File: config.mk
export PLATFORM = sky130hd
export DESIGN_NAME = issue_scoreboard
export DESIGN_NICKNAME = d
export VERILOG_FILES = /design/src/rtl/issue_scoreboard.sv
export SDC_FILE = /design/constraint.sdc
export NUM_CORES = 1
export LEC_CHECK = 0
export BUFFER_PORTS_ARGS = -buffer_cell sky130_fd_sc_hd__buf_2
export CAP_MARGIN = 20
export CORE_ASPECT_RATIO = 1.25
export CORE_MARGIN = 2
export CORE_UTILIZATION = 35
export CTS_CLUSTER_DIAMETER = 40
export DETAILED_ROUTE_END_ITERATION = 8
export HOLD_SLACK_MARGIN = 0.12
export PLACE_DENSITY = 0.65
export SYNTH_ARGS = -nofsm -noshare
export SYNTH_HDL_FRONTEND = slang
export SYNTH_SLANG_ARGS = --single-unit
File: constraint.sdc
create_clock -name clk -period 6.9 [get_ports clk]
set_input_delay 1.38 -clock clk [delete_from_list [all_inputs] [get_ports clk]]
set_output_delay 1.38 -clock clk [all_outputs]
set_load 0.05 [all_outputs]
File: src/rtl/issue_scoreboard.sv
// In-order single-issue dispatch with a 32-entry register busy scoreboard.
// Holds one decoded op and issues it to ALU, BU or DU once hazards clear.
module issue_scoreboard #(
    parameter logic [2:0] CLS_ALU = 3'd1,
    parameter logic [2:0] CLS_BU  = 3'd2,
    parameter logic [2:0] CLS_DUL = 3'd3,
    parameter logic [2:0] CLS_DUS = 3'd4,
    parameter int         STALL_W = 16
) (
    input  logic               clk,
    input  logic               rst,
    input  logic               dec_valid,
    output logic               dec_ready,
    input  logic [8:0]         dec_op,
    input  logic [4:0]         dec_rs1,
    input  logic [4:0]         dec_rs2,
    input  logic [4:0]         dec_rd,
    input  logic               dec_regw,
    input  logic [31:0]        dec_imm,
    input  logic [31:0]        dec_pc,
    input  logic               flush,
    input  logic               wb_valid,
    input  logic [4:0]         wb_rd,
    output logic               alu_valid,
    output logic               bu_valid,
    output logic               du_valid,
    input  logic               alu_ready,
    input  logic               bu_ready,
    input  logic               du_ready,
    output logic [8:0]         iss_op,
    output logic [4:0]         iss_rs1,
    output logic [4:0]         iss_rs2,
    output logic [4:0]         iss_rd,
    output logic               iss_regw,
    output logic [31:0]        iss_imm,
    output logic [31:0]        iss_pc,
    output logic               ill_op,
    output logic [STALL_W-1:0] stall_cnt
);

    logic        hold_v;
    logic [31:0] busy;
    logic [31:0] wb_mask;
    logic [31:0] set_mask;
    logic [31:0] ebusy;
    logic        hazard;
    logic        go;
    logic        fire;
    logic        tgt_ready;
    logic        accept;
    logic        dec_legal;
    logic [2:0]  iss_cls;
    logic [2:0]  dec_cls;

    assign iss_cls = iss_op[8:6];
    assign dec_cls = dec_op[8:6];

    // A writeback in this cycle is already seen as not busy.
    assign wb_mask = wb_valid ? (32'd1 << wb_rd) : 32'd0;
    assign ebusy   = busy & ~wb_mask;

    assign hazard = ebusy[iss_rs1] | ebusy[iss_rs2]
                  | (iss_regw & ebusy[iss_rd]);
    assign go     = hold_v & ~flush & ~hazard;

    always_comb begin
        alu_valid = 1'b0;
        bu_valid  = 1'b0;
        du_valid  = 1'b0;
        tgt_ready = 1'b0;
        unique case (1'b1)
            (iss_cls == CLS_ALU): begin
                alu_valid = go;
                tgt_ready = alu_ready;
            end
            (iss_cls == CLS_BU): begin
                bu_valid  = go;
                tgt_ready = bu_ready;
            end
            (iss_cls == CLS_DUL),
            (iss_cls == CLS_DUS): begin
                du_valid  = go;
                tgt_ready = du_ready;
            end
            default: ;
        endcase
    end

    assign fire      = go & tgt_ready;
    assign dec_ready = ~flush & (~hold_v | fire);
    assign accept    = dec_valid & dec_ready;
    assign dec_legal = (dec_cls == CLS_ALU) | (dec_cls == CLS_BU)
                     | (dec_cls == CLS_DUL) | (dec_cls == CLS_DUS);

    assign set_mask = (fire && iss_regw && iss_rd != 5'd0)
                    ? (32'd1 << iss_rd) : 32'd0;

    always_ff @(posedge clk) begin
        if (rst) begin
            busy <= 32'd0;
        end else begin
            busy <= (ebusy | set_mask) & 32'hFFFF_FFFE;
        end
    end

    always_ff @(posedge clk) begin
        if (rst) begin
            hold_v   <= 1'b0;
            iss_op   <= 9'd0;
            iss_rs1  <= 5'd0;
            iss_rs2  <= 5'd0;
            iss_rd   <= 5'd0;
            iss_regw <= 1'b0;
            iss_imm  <= 32'd0;
            iss_pc   <= 32'd0;
        end else if (flush) begin
            hold_v <= 1'b0;
        end else if (accept && dec_legal) begin
            hold_v   <= 1'b1;
            iss_op   <= dec_op;
            iss_rs1  <= dec_rs1;
            iss_rs2  <= dec_rs2;
            iss_rd   <= dec_rd;
            iss_regw <= dec_regw;
            iss_imm  <= dec_imm;
            iss_pc   <= dec_pc;
        end else if (fire) begin
            hold_v <= 1'b0;
        end
    end

    always_ff @(posedge clk) begin
        if (rst) begin
            ill_op    <= 1'b0;
            stall_cnt <= '0;
        end else begin
            ill_op <= accept & ~dec_legal;
            if (hold_v && !fire && !flush && !(&stall_cnt)) begin
                stall_cnt <= stall_cnt + {{(STALL_W-1){1'b0}}, 1'b1};
            end
        end
    end

endmodule

* Yosys cells after proc, flatten, opt, wreduce, memory -nomap -nowiden
Cells that the tools add are included.
** Operators by class
- Mux-type cells :: 14
- Reductions and logical operators :: 15
- Bitwise logic cells :: 20
- Shifts and indexed selects :: 2
- Magnitude comparators :: 3
- Equality and inequality tests :: 8
- $add $sub $neg :: 1
** Operators with widths (count)
- 32-bit 2-to-1 mux :: 2
- 1-bit by 5-bit left shift with 32-bit output, first input constant :: 2
- 32-bit AND :: 1
- 32-bit inverter :: 1
- 32-bit bitwise OR :: 1
- 5-bit by 6-bit < comparator with 1-bit output, second input constant :: 3
- 16-bit by 1-bit adder with 16-bit output, second input constant :: 1
- 16-bit AND reduction :: 1
- 1-bit binary-select mux with 5-bit select :: 3
- 3-bit by 2-bit equality test with 1-bit output, second input constant :: 4
- 1-bit 2-to-1 mux :: 8
- 1-bit AND :: 7
- 3-bit by 1-bit equality test with 1-bit output, second input constant :: 2
- 3-bit equality test, second input constant :: 2
- 1-bit logical AND :: 6
- 1-bit bitwise OR :: 6
- 5-bit nonzero test :: 1
- 1-bit inverter :: 4
- 2-bit OR reduction :: 2
- 1-bit zero test :: 3
- 1-bit case mux with 3 select lines :: 1
- 2-bit AND reduction :: 1
- 2-bit nonzero test :: 1
** Storage, ports and cells
- Word-level logic and storage cells :: 75
- Register bits after elaboration :: 139
- Output and inout port bits :: 110
- Input port bits :: 102

* Longest topological paths before layout
- Depth after elaboration :: 16
- Depth in mapped cells :: 12
- Mapped depth without buffers :: 9

* Worst setup path before layout
No wires, ideal clock.
- Path type :: input -> output
- Start :: in wb_rd[0]
- End :: out alu_valid
- Data required time :: 5.520 ns
- Arrival :: 4.746 ns
- Path buffers :: 1
- Path slack :: 0.774 ns
- Stages on the path :: 10
- Cell sequence :: buf_2 > or4b_4 > o21ai_1 > mux2i_1 > o311a_1 > o41ai_1 > o2111ai_2 > nor2_1 > o41ai_1 > nor4b_1
** Between the ends
- Word-level cells in the longest chain between the ends :: 11
- Elaborated cells on any way between the ends :: 16
** Ends and longest elaborated chain
- start, declared :: line 23 : input logic [4:0] wb_rd,
- 1-bit by 5-bit left shift with 32-bit output (*) :: line 59 : assign wb_mask = wb_valid ? (32'd1 << wb_rd) : 32'd0;
- 32-bit 2-to-1 mux (*) :: line 59
- 32-bit inverter (*) :: line 60 : assign ebusy = busy & ~wb_mask;
- 32-bit AND (*) :: line 60
- 1-bit binary-select mux with 5-bit select (on tied branches) :: line 62, 63
- 1-bit 2-to-1 mux (on tied branches) :: line 62, 63
- 1-bit bitwise OR or 1-bit AND (tied branches) :: line 62, 63
- 1-bit bitwise OR (*) :: line 63 : | (iss_regw & ebusy[iss_rd]);
- 1-bit inverter (*) :: line 64 : assign go = hold_v & ~flush & ~hazard;
- 1-bit AND (*) :: line 64
- 1-bit 2-to-1 mux (*) :: line 71 : unique case (1'b1)
- end, declared :: line 24 : output logic alu_valid,
Mark *: on every way between the ends. The rest lies on a longest branch, timed or not. The select of a mux whose other input is x is not followed.

* Worst setup path in the final report
- Start :: in wb_rd[0]
- End :: out dec_ready
** Between the ends
- Word-level cells in the longest chain between the ends :: 13
- Elaborated cells on any way between the ends :: 18
** Ends and longest elaborated chain
- 1-bit by 5-bit left shift with 32-bit output (*) :: line 59
- 32-bit 2-to-1 mux (*) :: line 59
- 32-bit inverter (*) :: line 60
- 32-bit AND (*) :: line 60
- 1-bit binary-select mux with 5-bit select (on tied branches) :: line 62, 63
- 1-bit 2-to-1 mux (on tied branches) :: line 62, 63
- 1-bit bitwise OR or 1-bit AND (tied branches) :: line 62, 63
- 1-bit bitwise OR (*) :: line 63
- 1-bit inverter (*) :: line 64
- 1-bit AND (*) :: line 64
- 1-bit AND (*) :: line 89 : assign fire = go & tgt_ready;
- 1-bit bitwise OR (*) :: line 90 : assign dec_ready = ~flush & (~hold_v | fire);
- 1-bit AND (*) :: line 90
- end, declared :: line 13 : output logic dec_ready,
Marks and branches as above.

==> summary.md <==
| Metric | Value |
|---|---|
| Worst Hold Launch | iss_imm[3] |
| GR Util met3 | 6.21% |
| Number of distinct library cells after synthesis | just under 60 |
| Number of fillers in the final layout | between 2,000 and 2,500 |
| Critical path arrival | between 4 and 5 ns |
| Final #Nets | roughly 1,100 |
| I/O pin cnt | ~210 |
| Area Overhead vs Synth | 25.8% |
| Register area share after synthesis | between 30% and 40% |
| Mapped Cells | approximately 830 |
| Root buffer cell | clkbuf_16 |
| CP Capture Type | output port |
| P_leak | ~3.5 nW |
| Rel. slew slack | about a third |
| Chip Width | between 100 and 150 um |
| Post-CTS Setup Inserts | 0 |
| Slew at the pin with the worst max-slew slack | 0.985 ns |
| Synth Area in Simple Gates | between 20% and 30% |
| RSZ-0062 raised after global routing | no |
| Setup ws final | between 1 and 1.5 ns |
| GR Util met1 | approximately 28% |
| Top-count cell post-synth | dfxtp_1 |
| # port buffers | 211 |
| Internal power | around 0.0015 W |
| CP Launch Type | primary input |
| Dpl ws | 1.35 ns |
| Via/cell ratio | about 5.9 |
| Largest net degree at the start of global routing | 113 |
| DR pass1 iterations | 8 |
| Synthesized area | roughly 7000 sq um |
| Multiplexer share of the synthesized area | between 4 and 5% |
| Min Tclk post-route | around 5.6 ns |
| Psw | 0.000609 W |
| Final count of negative-setup-slack endpoints | 0 |
| Setup TNS | 0 ns |
| Comb power frac | a little over an eighth |
| Fmax | approximately 180 MHz |
| DP HPWL | ~16,000 um |
| CTS resizes | 0 |
| CTS tree | done |
| Part of the power in registers | a little over 40% |
| Top cells by area, synth | dfxtp_1 39%, a31o_1 10%, nor4_1 7.3% |
| Post-layout util | ~45% |
| Worst hold margin | between 0.4 and 0.5 ns |
| Via count | 7,387 |
| Period utilisation layout | 81.0% |
| Clock sink total | ~140 |
| Post-synthesis compound-gate area fraction | between 20 and 30% |
| Layout cells sized above 1 | between 20% and 30% |
| Routability cong. | 0.945 |
| Clock power share | a little under half |
| Routed WL per cell | between 15 and 20 um |
| Max Cap Viol | 0 |
| Max Slew Vio Count | 0 |
| CTS Buf Count | 17 |
| Area share of the largest cell type after synthesis | 39.4% |
| Critical path class | primary input to output port |
| YS warnings | 0 |
| Avg Cell Area, Syn | between 8 and 9 sq um |
| GRT Max-Usage Layer | met2 |
| Worst Hold Class | flop to flop |
| Antenna Nets Post-Route | 0 |
| Post-Synth Adder-Cell Area | 0.178% |
| Drt initial violations | approximately 580 |
| Max H-tree Level | 4 |
| Post-synth ARST share | 0% |
| Post-DP Area | between 8000 and 9000 sq um |
| Synth Register Bits | 138 |
| Power Density | about 240 nW/um^2 |
| XOR/XNOR share of the synthesized area | less than 1% |
| Initial Util | between 30% and 40% |
| Syn Nets | between 900 and 1,000 |
| Post-synth EDFFs | 0 |
| # rows | 57 |
| Reg clk slew, reported paths | 0.06 ns |
| Largest family of logic cells by synthesized area | compound AO/OA/AOI/OAI gates |
| First-pass GRT wire length | around 37,000 um |
| Commonest cells in the netlist | 138 x dfxtp_1, 114 x nand2_1, 82 x nor4_1 |
| R2R Path Start | iss_rd[1] |
| Setup Skew | between 0.01 and 0.015 ns |
| CP required | approximately 5.5 ns |
| Grt met2 use | approximately a third |
| Post-synth top area cell | dfxtp_1 |
| # DRC | 0 |
| CP Launch Point | wb_rd[0] |
| Worst skew pair latency | around 0.43 ns |
| Final Hold Vio Count | 0 |
| Die Y | 162 um |
| Max IR drop VDD | around 170 uV |
| Final instance area | 8830 sq um |
| Ys flop type | dfxtp_1 |
| Outcome | finished clean |
| Initial antenna violation count | 2 |
| Crit-path max FO | 10 |
| Total wire length | between 20,000 and 25,000 um |
| Die ar. | ~21,000 sq um |
| GRT Util Overall | about 22% |
| Vias in the first global route | 6,996 |
| Max Root-Sink Buffers | 2 |
| Sw Ratio | 29.2% |
| Hold Buf Count CTS | 0 |
| Total grt overflow | 0 |
| Core ar. | 19,500 sq um |
path summary, 6_finish.rpt:
path	slack, ns	endpoint	depth (start not counted)
hold / removal	0.47	iss_imm[3]	1
hold reg to reg	0.47	iss_imm[3]	1
setup reg to reg	2.54	iss_rd[0]	12
setup / recovery	1.31	dec_ready	10
layout make-up:
class / instances / area (sq um) / area share [%]
clock buffers: 17 / 425 / 4.82
well taps: 265 / 332 / 3.76
clock inverters: 15 / 189 / 2.14
repair buffers: 223 / 1170 / 13.2
diodes: 1 / 2.50 / 0.0283
flip-flops and latches: 138 / 2760 / 31.3
inverters: 11 / 43.8 / 0.496
multi-input cells: 589 / 3910 / 44.2
power groups by stage:
stage          sequential, W  clock (W)  combinational (W)
3_3_place_gp        0.000858          0           0.000277
6_report            0.000841   0.000962           0.000280
2_1_floorplan       0.000923          0           0.000123
5_1_grt             0.000843    0.00101           0.000300
4_1_cts             0.000840   0.000983           0.000278
3_5_place_dp        0.000858          0           0.000278
state kept, by name, indices dropped and copies added, names as in the netlist:
| signal | count |
|---|---|
| iss_rs1 | 5 |
| ill_op | 1 |
| hold_v | 1 |
| iss_rs2 | 5 |
| iss_rd | 5 |
| iss_regw | 1 |
| iss_pc | 32 |
| iss_imm | 32 |
| busy | 31 |
| stall_cnt | 16 |
| iss_op | 9 |
critical path, stage by stage:
cell,delay [ns]
buf_2,0.15
nand4b_1,0.40
o21ai_1,0.37
o22ai_1,0.14
or3_1,0.32
a311oi_1,0.50
o41ai_2,0.19
o31a_2,0.35
nor2_1,0.12
buf_2,0.28
stage by stage:
step,std cells,total power [W]
finish,1259,0.00208
global route,1259,0.00215
CTS,1256,0.00210
detailed placement,1224,0.00114
global placement,1224,0.00113
floorplan,825,0.00105
layout by cell type (no fill, tap or decap), types with 9 or more instances in the layout:
cell type | Yosys | routed
buf_2 | 14 | 211
dfxtp_1 | 138 | 138
nand2_1 | 114 | 114
nor4_1 | 82 | 82
a31o_1 | 80 | 80
o22ai_1 | 33 | 33
o21ai_0 | 29 | 29
nor2_1 | 20 | 20
nand3_1 | 18 | 18
clkbuf_16 | 0 | 17
a21oi_1 | 14 | 14
or4_1 | 14 | 14
o21ai_1 | 11 | 11
mux2i_1 | 10 | 10
or3_1 | 11 | 10
buf_4 | 0 | 10
nand2b_1 | 10 | 9
or2_2 | 9 | 9
o211ai_1 | 9 | 9
nor2b_1 | 9 | 9
o41ai_1 | 9 | 9
per-layer routing:
| layer | part of all wire, % | up-vias | wire length, um |
|---|---|---|---|
| met5 | 0 | - | 0 |
| li1 | - | 3504 | - |
| met2 | 48 | 309 | 11400 |
| met1 | 42 | 3530 | 10100 |
| met4 | 2.4 | 0 | 574 |
| met3 | 7.7 | 44 | 1850 |
cells by family (layout without fill, tap and decap cells):
family,after synthesis,in the layout
DFF,138,138
buffers and inverters,98,266
adders and majority gates,1,1
AOI/OAI and AO/OA,236,236
xor gates and xnor gates,2,2
and+or+nand+nor,326,326
other,0,1
muxes,24,24
(Power assumes the default switching activity.)
